`config.mk`:
```
export PLATFORM = sky130hd
export DESIGN_NAME = cpu_driver
export DESIGN_NICKNAME = d
export VERILOG_FILES = /design/src/rtl/risc_pkg.sv /design/src/rtl/prog_buffer.sv /design/src/rtl/cpu_driver.sv
export SDC_FILE = /design/constraint.sdc
export NUM_CORES = 1
export LEC_CHECK = 0
export BUFFER_PORTS_ARGS = -buffer_cell sky130_fd_sc_hd__buf_2
export CAP_MARGIN = 25
export CELL_PAD_IN_SITES_DETAIL_PLACEMENT = 0
export CELL_PAD_IN_SITES_GLOBAL_PLACEMENT = 1
export CORE_ASPECT_RATIO = 2
export CORE_UTILIZATION = 40
export CTS_CLUSTER_DIAMETER = 200
export DETAILED_ROUTE_END_ITERATION = 10
export PLACE_DENSITY_LB_ADDON = 0.12
export SYNTH_ARGS = -nofsm -noshare
export SYNTH_HDL_FRONTEND = slang
export SYNTH_SLANG_ARGS = --single-unit
```
`constraint.sdc`:
```
create_clock -name clk -period 3.55 [get_ports clk]
set_input_delay 0.1775 -clock clk [delete_from_list [all_inputs] [get_ports clk]]
set_output_delay 0.1775 -clock clk [all_outputs]
set_load 0.005 [all_outputs]
```
`src/rtl/risc_pkg.sv`:
```
// Shared definitions for the cpu instruction interface: driver FSM states,
// capture record and the opcode fields decoded by cpu and its drivers.
package risc_pkg;

    localparam int WORD_W      = 16;
    localparam int DRV_DEPTH   = 16;
    localparam int DRV_ADDR_W  = 4;
    localparam int DRV_TIMEOUT = 255;
    localparam int WDOG_W      = 8;

    // Instruction fields: [15:13] opcode, [12:11] op, [10:8] Rn, [7:5] Rd,
    // [4:3] shift, [2:0] Rm; MOV immediate carries imm8 in [7:0].
    localparam logic [2:0] OP_MOV  = 3'b110;
    localparam logic [2:0] OP_ALU  = 3'b101;
    localparam logic [1:0] MOV_IMM = 2'b10;
    localparam logic [1:0] MOV_REG = 2'b00;
    localparam logic [1:0] ALU_ADD = 2'b00;
    localparam logic [1:0] ALU_CMP = 2'b01;
    localparam logic [1:0] ALU_AND = 2'b10;
    localparam logic [1:0] ALU_MVN = 2'b11;

    typedef enum logic [2:0] {
        IDLE,
        LOAD,
        START,
        LEAVE,
        EXEC,
        CAPT,
        DONE,
        ERR
    } drv_state_t;

    typedef struct packed {
        logic [WORD_W-1:0] out;
        logic [2:0]        nvz;
    } capture_t;

    function automatic logic drv_busy(input drv_state_t s);
        return (s == LOAD) || (s == START) || (s == LEAVE) || (s == EXEC) || (s == CAPT);
    endfunction

endpackage

```
`src/rtl/prog_buffer.sv`:
```
// Program store for cpu_driver: synchronous write, combinational read so the
// fetch address chosen in a cycle yields its word in that same cycle.
module prog_buffer
    import risc_pkg::*;
#(
    parameter int DEPTH  = DRV_DEPTH,
    parameter int ADDR_W = DRV_ADDR_W,
    parameter int WIDTH  = WORD_W
) (
    input  logic              clk,
    input  logic              we_i,
    input  logic [ADDR_W-1:0] waddr_i,
    input  logic [WIDTH-1:0]  wdata_i,
    input  logic [ADDR_W-1:0] raddr_i,
    output logic [WIDTH-1:0]  rdata_o
);

    logic [WIDTH-1:0] mem_q [DEPTH];

    // NOTE: the array is deliberately left out of reset; a reset port on every
    // word would turn a plain RAM into a wall of flops, and software always
    // writes a program before running it.
    always_ff @(posedge clk) begin
        if (we_i) begin
            mem_q[waddr_i] <= wdata_i;
        end
    end

    assign rdata_o = mem_q[raddr_i];

endmodule

```
`src/rtl/cpu_driver.sv`:
```
// Host-side initiator for the cpu load/start/wait handshake: steps through a
// small program buffer, one instruction per handshake, and records each result.
module cpu_driver
    import risc_pkg::*;
#(
    parameter int DEPTH   = DRV_DEPTH,
    parameter int ADDR_W  = DRV_ADDR_W,
    parameter int TIMEOUT = DRV_TIMEOUT
) (
    input  logic              clk,
    input  logic              reset,
    input  logic              prog_we,
    input  logic [ADDR_W-1:0] prog_addr,
    input  logic [15:0]       prog_data,
    input  logic              start,
    input  logic [ADDR_W:0]   num_instr,
    output logic [15:0]       cpu_in,
    output logic              cpu_load,
    output logic              cpu_s,
    input  logic              cpu_w,
    input  logic [15:0]       cpu_out,
    input  logic              cpu_N,
    input  logic              cpu_V,
    input  logic              cpu_Z,
    output logic              busy,
    output logic              done,
    output logic              err,
    output logic [15:0]       last_out,
    output logic [2:0]        last_nvz,
    output logic [ADDR_W:0]   instr_count
);

    localparam int CNT_W = ADDR_W + 1;
    localparam logic [CNT_W-1:0]  DEPTH_C   = CNT_W'(DEPTH);
    localparam logic [WDOG_W-1:0] WDOG_LAST = WDOG_W'(TIMEOUT - 1);

    drv_state_t        state_q, state_d;
    logic [ADDR_W-1:0] pc_q, pc_d;
    logic [CNT_W-1:0]  num_q, num_d;
    logic [CNT_W-1:0]  cnt_q, cnt_d;
    logic [WDOG_W-1:0] wdog_q, wdog_d;
    logic [15:0]       cpu_in_q, cpu_in_d;
    capture_t          last_q, last_d;
    logic              err_q, err_d;

    logic              buf_we;
    logic [ADDR_W-1:0] fetch_addr;
    logic [15:0]       buf_rdata;
    logic [15:0]       fetch_word;
    logic [CNT_W-1:0]  num_clamped;
    logic              wdog_expired;

    assign busy   = drv_busy(state_q);
    assign buf_we = prog_we && !busy;

    // Only IDLE (first word) and CAPT (next word) ever fetch, so the address is
    // derived from the current state rather than from next-state logic.
    assign fetch_addr = (state_q == CAPT) ? pc_q + ADDR_W'(1) : '0;

    prog_buffer #(
        .DEPTH  (DEPTH),
        .ADDR_W (ADDR_W),
        .WIDTH  (16)
    ) u_prog_buffer (
        .clk     (clk),
        .we_i    (buf_we),
        .waddr_i (prog_addr),
        .wdata_i (prog_data),
        .raddr_i (fetch_addr),
        .rdata_o (buf_rdata)
    );

    // A write landing in the same cycle as start must be seen by the first fetch.
    assign fetch_word   = (buf_we && (prog_addr == fetch_addr)) ? prog_data : buf_rdata;
    assign num_clamped  = (num_instr > DEPTH_C) ? DEPTH_C : num_instr;
    assign wdog_expired = (wdog_q == WDOG_LAST);

    always_comb begin
        // NOTE: every next-state value takes its hold value before the case, so
        // no branch can leave one unassigned and infer a latch.
        state_d  = state_q;
        pc_d     = pc_q;
        num_d    = num_q;
        cnt_d    = cnt_q;
        wdog_d   = wdog_q;
        cpu_in_d = cpu_in_q;
        last_d   = last_q;
        err_d    = err_q;

        case (state_q)
            IDLE: begin
                if (start) begin
                    pc_d  = '0;
                    cnt_d = '0;
                    err_d = 1'b0;
                    num_d = num_clamped;
                    if (num_clamped == '0) begin
                        state_d = DONE;
                    end else begin
                        state_d  = LOAD;
                        cpu_in_d = fetch_word;
                    end
                end
            end
            LOAD: begin
                state_d = START;
            end
            START: begin
                state_d = LEAVE;
                wdog_d  = '0;
            end
            LEAVE: begin
                if (!cpu_w) begin
                    state_d = EXEC;
                    wdog_d  = '0;
                end else if (wdog_expired) begin
                    state_d = ERR;
                    err_d   = 1'b1;
                end else begin
                    wdog_d = wdog_q + WDOG_W'(1);
                end
            end
            EXEC: begin
                if (cpu_w) begin
                    state_d = CAPT;
                end else if (wdog_expired) begin
                    state_d = ERR;
                    err_d   = 1'b1;
                end else begin
                    wdog_d = wdog_q + WDOG_W'(1);
                end
            end
            CAPT: begin
                last_d = capture_t'{out: cpu_out, nvz: {cpu_N, cpu_V, cpu_Z}};
                cnt_d  = cnt_q + CNT_W'(1);
                if (cnt_d == num_q) begin
                    state_d = DONE;
                end else begin
                    pc_d     = pc_q + ADDR_W'(1);
                    state_d  = LOAD;
                    cpu_in_d = fetch_word;
                end
            end
            DONE, ERR: begin
                state_d = IDLE;
            end
            default: begin
                state_d = IDLE;
            end
        endcase
    end

    // NOTE: state registers use non-blocking assignment so every flop samples
    // the pre-edge value of its neighbours regardless of statement order.
    always_ff @(posedge clk) begin
        if (reset) begin
            state_q  <= IDLE;
            pc_q     <= '0;
            num_q    <= '0;
            cnt_q    <= '0;
            wdog_q   <= '0;
            cpu_in_q <= '0;
            last_q   <= '0;
            err_q    <= 1'b0;
        end else begin
            state_q  <= state_d;
            pc_q     <= pc_d;
            num_q    <= num_d;
            cnt_q    <= cnt_d;
            wdog_q   <= wdog_d;
            cpu_in_q <= cpu_in_d;
            last_q   <= last_d;
            err_q    <= err_d;
        end
    end

    assign cpu_in      = cpu_in_q;
    assign cpu_load    = (state_q == LOAD);
    assign cpu_s       = (state_q == START);
    assign done        = (state_q == DONE) || (state_q == ERR);
    assign err         = err_q;
    assign last_out    = last_q.out;
    assign last_nvz    = last_q.nvz;
    assign instr_count = cnt_q;

endmodule
```
* Yosys cells after proc, flatten, opt, wreduce, memory -nomap -nowiden
Memory sizes are Yosys's and may differ from the RTL's.
Cells that the tools add are included.
W data, S select, Z words.
** Storage, ports and cells
- Bits in registers :: 61
- Latch bits :: 0
- Bits in writable memories :: 256
- Bits in read-only memories :: 0
- Bits of input ports :: 49
- Memories :: 1
** Operators by class
- Add/sub/neg operators :: 3
- Multiply operators :: 0
- Div/mod/pow operators :: 0
- $lt $le $gt $ge :: 1
- Eq/ne operators :: 15
- Shifts and indexed selects :: 0
- Muxes and demuxes :: 30
- Bitwise gates (word level) :: 0
- Reductions and logical operators :: 20
** Memory list
- u_prog_buffer.mem_q :: words 16, width 16, rd ports 1, clocked after memory_dff 0, write ports 1, line prog_buffer.sv:18 : logic [WIDTH-1:0] mem_q [DEPTH];
** Operator list (number)
- $mux W16 :: 4
- $pmux W16 S2 :: 1
- $mux W8 :: 3
- $pmux W8 S3 :: 1
- $pmux W3 S7 :: 1
- $mux W3 :: 6
- $eq A3 B3 Y1 const B :: 4
- $mux W4 :: 3
- $mux W5 :: 2
- $ne A2 B2 Y1 const B :: 5
- $pmux W5 S2 :: 1
- $add A8 B1 Y8 const B :: 1
- $eq A8 B8 Y1 const B :: 1
- $pmux W4 S2 :: 1
- $reduce_and A4 Y1 :: 2
- $eq A3 B2 Y1 const B :: 2
- $mux W1 :: 6
- $reduce_and A2 Y1 :: 3
- $reduce_bool A3 Y1 :: 2
- $add A5 B1 Y5 const B :: 1
- $eq A5 B5 Y1 :: 1
- $gt A5 B5 Y1 const B :: 1
- $logic_not A5 Y1 :: 1
- $logic_or A1 B1 Y1 :: 5
- 10 further kinds :: 11

* Longest topological paths before layout
- Depth in word-level cells :: 12
- Depth in mapped cells :: 9

* Cells and area by module
A second synthesis with hierarchy kept.
** Second synthesis, totals
- Cell total of the unflattened synthesis :: 787
- Area, all modules :: 12778.5 µm²
** Modules (own cells, without submodules)
- prog_buffer :: instances 1, cells each 416, area an instance 9721.8 µm², seq. area each 7687.4 µm²
- cpu_driver :: instances 1, cells each 371, area an instance 3056.7 µm², seq. area each 1221.2 µm²

* Least setup slack after synthesis
Ideal clock, no wire load.
- Path kind :: register to register
- From :: reg state_q[2]
- To :: mem u_prog_buffer.mem_q[1][0], enable pin
- Library setup time :: 0.409 ns
- Arrival time :: 2.126 ns
- Data required time :: 3.141 ns
- Path slack :: 1.015 ns
- Cell stages (with the launch flop) :: 5
- Path buffers :: 0
- Cell sequence :: dfxtp_1 -> nor3_2 -> or2_2 -> nand4_1 -> nor3_1
** Between the ends
- Word-level cells in the longest chain between the ends :: 9
** Ends and longest elaborated chain
- start: declaration :: line cpu_driver.sv:37 : drv_state_t state_q, state_d;
- start signal: assignment :: line cpu_driver.sv:166 : state_q <= state_d;
- $eq A3 B1 Y1 or $eq A3 B2 Y1 (tied branches) :: line risc_pkg.sv:39 : return (s == LOAD) || (s == START) || (s == LEAVE) || (s == EXEC) || (s == CAPT);
- $logic_or A1 B1 Y1 (3 in a row) :: line risc_pkg.sv:39
- $logic_or A1 B1 Y1 * :: line risc_pkg.sv:39
- $logic_not A1 Y1 * :: line cpu_driver.sv:54 : assign buf_we = prog_we && !busy;
- $logic_and A1 B1 Y1 * :: line cpu_driver.sv:54
- $mux W1 * :: line prog_buffer.sv:24 : if (we_i) begin
- $mux W1 (implied by the code) * :: line prog_buffer.sv:25 : mem_q[waddr_i] <= wdata_i;
- end: declaration :: line prog_buffer.sv:18
Every way passes the cells marked *; elsewhere a longest branch is shown, timed or not.

* Worst setup path after layout
- From :: reg pc_q[0]
- To :: reg cpu_in_q[3], in the netlist cpu_in[3]
** Between the ends
- Word-level cells in the longest chain between the ends :: 8
** Ends and longest elaborated chain
- start: declaration :: line cpu_driver.sv:38 : logic [ADDR_W-1:0] pc_q, pc_d;
- start signal: assignment :: line cpu_driver.sv:167 : pc_q <= pc_d;
- $add A4 B1 Y4 * :: line cpu_driver.sv:58 : assign fetch_addr = (state_q == CAPT) ? pc_q + ADDR_W'(1) : '0;
- $mux W4 * :: line cpu_driver.sv:58
- branches (longest 2 deep; another with $mem_v2 Z16 W16)
- $mux W16 * :: line cpu_driver.sv:74 : assign fetch_word = (buf_we && (prog_addr == fetch_addr)) ? prog_data : buf_rdata;
- $mux W16 :: line cpu_driver.sv:97 : if (num_clamped == '0) begin
- $mux W16 :: line cpu_driver.sv:92 : if (start) begin
- $pmux W16 S2 * :: line cpu_driver.sv:90 : case (state_q)
- end signal: assignment :: line cpu_driver.sv:171 : cpu_in_q <= cpu_in_d;
- end: declaration :: line cpu_driver.sv:42 : logic [15:0] cpu_in_q, cpu_in_d;
Every way passes the cells marked *. The select of a mux whose other input is x is not followed.
A chain may end at the register's enable or synchronous reset.

==> results.toml <==
[flow_run]
cap_violations = 0

[die]
rows = 92
initial_core_util = 0.408
num_io_pins = 94
chipWidth_microns = 129
core-area_sq_um = 31500
die_area_sq_um = 32900
die_h_microns = 256

[final_layout]
num-nets-final = 1125
layout-area-overhead-vs-synth_pct = 17.5
final_common_cell = "edfxtp_1"
layout_common_cells = "256 x edfxtp_1, 129 x nand2_1, 93 x buf_2"
drive_gt1_frac = 0.206
stdcell_count = 1517
antenna_cells = 0

[grt]
grt_pass1_vias = 8609
grt_overflow = 0
grt_max_degree = 46
antenna_found_initial = 0
grtUsageTotal = 0.219
grt_pass1_wl_microns = 52400

[drt]
via_per_inst = 5.45
vias = 8271
ant_nets = 0
post_drt_wl_per_cell_microns = 23.2
drt_first_iter_violations = 471
drc = 0
wirelength_microns = 35200
drt_pass1_iterations = 4

[synthesis]
syn_nets = 994
synthCells = 941
synth.area.top_cells = "edfxtp_1 60%, dfxtp_1 9.5%, nand2_1 3.8%"
synth_cell_type_count = 64
synth_top_area_share = 0.598
synth-seq-cells = 317
yosysTopAreaCell = "edfxtp_1"
synth_top_flop_cell = "edfxtp_1"
yosysWarnings = 0
synth.avg_cell_area_sq_um = 13.7
synth_edf_count = 256
async_reset_ff_frac = 0
syn-cell-area_sq_um = 12900
ys_seq_area_frac = 0.693

[critical_path]
crit_top_cell = "buf_4"
worstSetupStartpointType = "flip-flop"
path_buf_inv = 2
cp_cell_sequence = "buf_4 -> nor4bb_4 -> buf_4 -> mux2i_1 -> a21oi_1 -> a31o_2 -> a32o_1"
cp_top_family = "buffers and inverters"
arrival_ns = 3.23
cp_slowest_cell = "mux2i_1"
crit_type = "flip-flop to flip-flop"
worstPathMaxFanout = 31
max_stage_delay_ns = 0.50
required_ns = 3.99
end_kind = "flip-flop"

[hold_path]
hold_path_class = "input pin to flip-flop"

[placed_design]
portBuffers = 93
gp_congestion = 0.803
pre_cts_ws_ns = 0.771
hpwl_microns = 23300
dp.cells = 1439

[timing]
max-slew-margin-rel = 0.468
clock_skew_ns = 0.00866
min_period_ns = 2.79
setup_viol = 0
fin_ws_ns = 0.761
worstMarginPinSlew_ns = 0.793
max_freq_ghz = 0.359
hold_violations = 0
fin_crit_sh = 0.786
rsz0062_at_grt = "no"
slew_viol_final = 0
tns_ns = 0

[power_and_ir_drop]
vdd_ir_drop_max_uv = 393
power_leakage_nw = 4.98
power.density_nw_per_um2 = 570

[clocking]
clk_pin_slew_ns = 0.07
post_cts_buffers = 0
root_buffer = "clkbuf_16"
htreeDepth = 1
cts_tree = "done"
cts.sinks = 317
numCtsBuffers = 28
clockBufferDepth = 3
worstSkewPairLatency_ns = 0.55

[run_status]
status = "completed"
## sequential cells by signal, summed over array words and instances, names as in the netlist
name and cells:
u_prog_buffer.mem_q 256, cpu_in 16, last_out 16, wdog_q 8, instr_count 5, num_q 5
pc_q 4, last_nvz 3, state_q 3, err 1
## timing repair
item,4_1_cts,5_1_grt
hold buffers,26,0
endpoints found under the hold margin,25,0
resized for setup,0,0
## tightest hold or removal path, cell delays in order
cell and delay (ns):
buf_2 0.13, nand2_1 0.06, a21oi_1 0.07, nand2_1 0.07
a31oi_1 0.03
## path summary, 6_finish.rpt
check                             startpoint      endpoint  slack (ns)  cells after the start
worst max register to register       pc_q[0]     cpu_in[3]        0.76                      7
worst min register to register  last_out[12]  last_out[12]        0.45                      2
worst max-delay path                 pc_q[0]     cpu_in[3]        0.76                      7
worst min-delay path                   start    state_q[0]        0.02                      5
## power by group
| group | internal, W | switching, W |
|---|---|---|
| Sequential | 0.00420 | 0.000107 |
| Combinational | 0.000474 | 0.000803 |
| Clock | 0.00170 | 0.00133 |
| Total | 0.00637 | 0.00224 |
## logic make-up (layout without fill, tap and decap cells)
logic type | Yosys count | after routing | share of synthesized area
buffers and inverters | 64 | 217 | 0.0240
DFF | 317 | 317 | 0.693
AOI/OAI and AO/OA | 195 | 195 | 0.105
muxes | 50 | 50 | 0.0554
and+or+nand+nor | 303 | 303 | 0.112
xor gates and xnor gates | 8 | 8 | 0.00662
adders and majority gates | 4 | 4 | 0.00389
## metal layers
layer,vias up,track usage,part of all wire
met5,-,0,0
met4,0,0.0944,0.037
met3,56,0.0245,0.038
met2,229,0.424,0.56
met1,4128,0.231,0.36
li1,3858,-,-
## cell type report
| class | count | area [sq um] |
|---|---|---|
| clock buffers | 41 | 831 |
| repair buffers | 155 | 1020 |
| inverters | 10 | 37.5 |
| fillers | 2899 | 16400 |
| flip-flops and latches | 317 | 8910 |
| clock inverters | 11 | 90.1 |
| well taps | 423 | 529 |
| multi-input cells | 560 | 3680 |
## synth_stat cells (all sizes together), types with 2 or more instances
cell,n
dfxtp,61
buf,28
xnor2,5
and3,4
nand3b,6
o22ai,25
xor2,3
a311oi,2
a21oi,63
o21ai,19
nor3,63
a32o,25
o211ai,3
ha,4
nand4,4
mux4,16
and3b,2
or2,10
nand2,130
and2,3
mux2i,34
inv,10
nand3,28
edfxtp,256
o22a,9
or3,3
nand2b,5
clkbuf,26
a31oi,9
o21bai,10
o221a,7
o21a,9
a31o,8
nor2b,4
nor2,37
## per-stage QoR
step / cell area, sq um / util / hold WS, ns / power, W
2_1_floorplan: 12900 / - / 0.276 / 0.00512
3_3_place_gp: 13900 / 0.441 / 0.417 / 0.00566
3_5_place_dp: 13900 / 0.441 / 0.424 / 0.00566
4_1_cts: 15100 / 0.479 / 0.00341 / 0.00872
5_1_grt: 15100 / 0.479 / 0.0488 / 0.00895
6_report: 15100 / 0.479 / 0.0202 / 0.00861
Power figures use the tool's default switching activity.
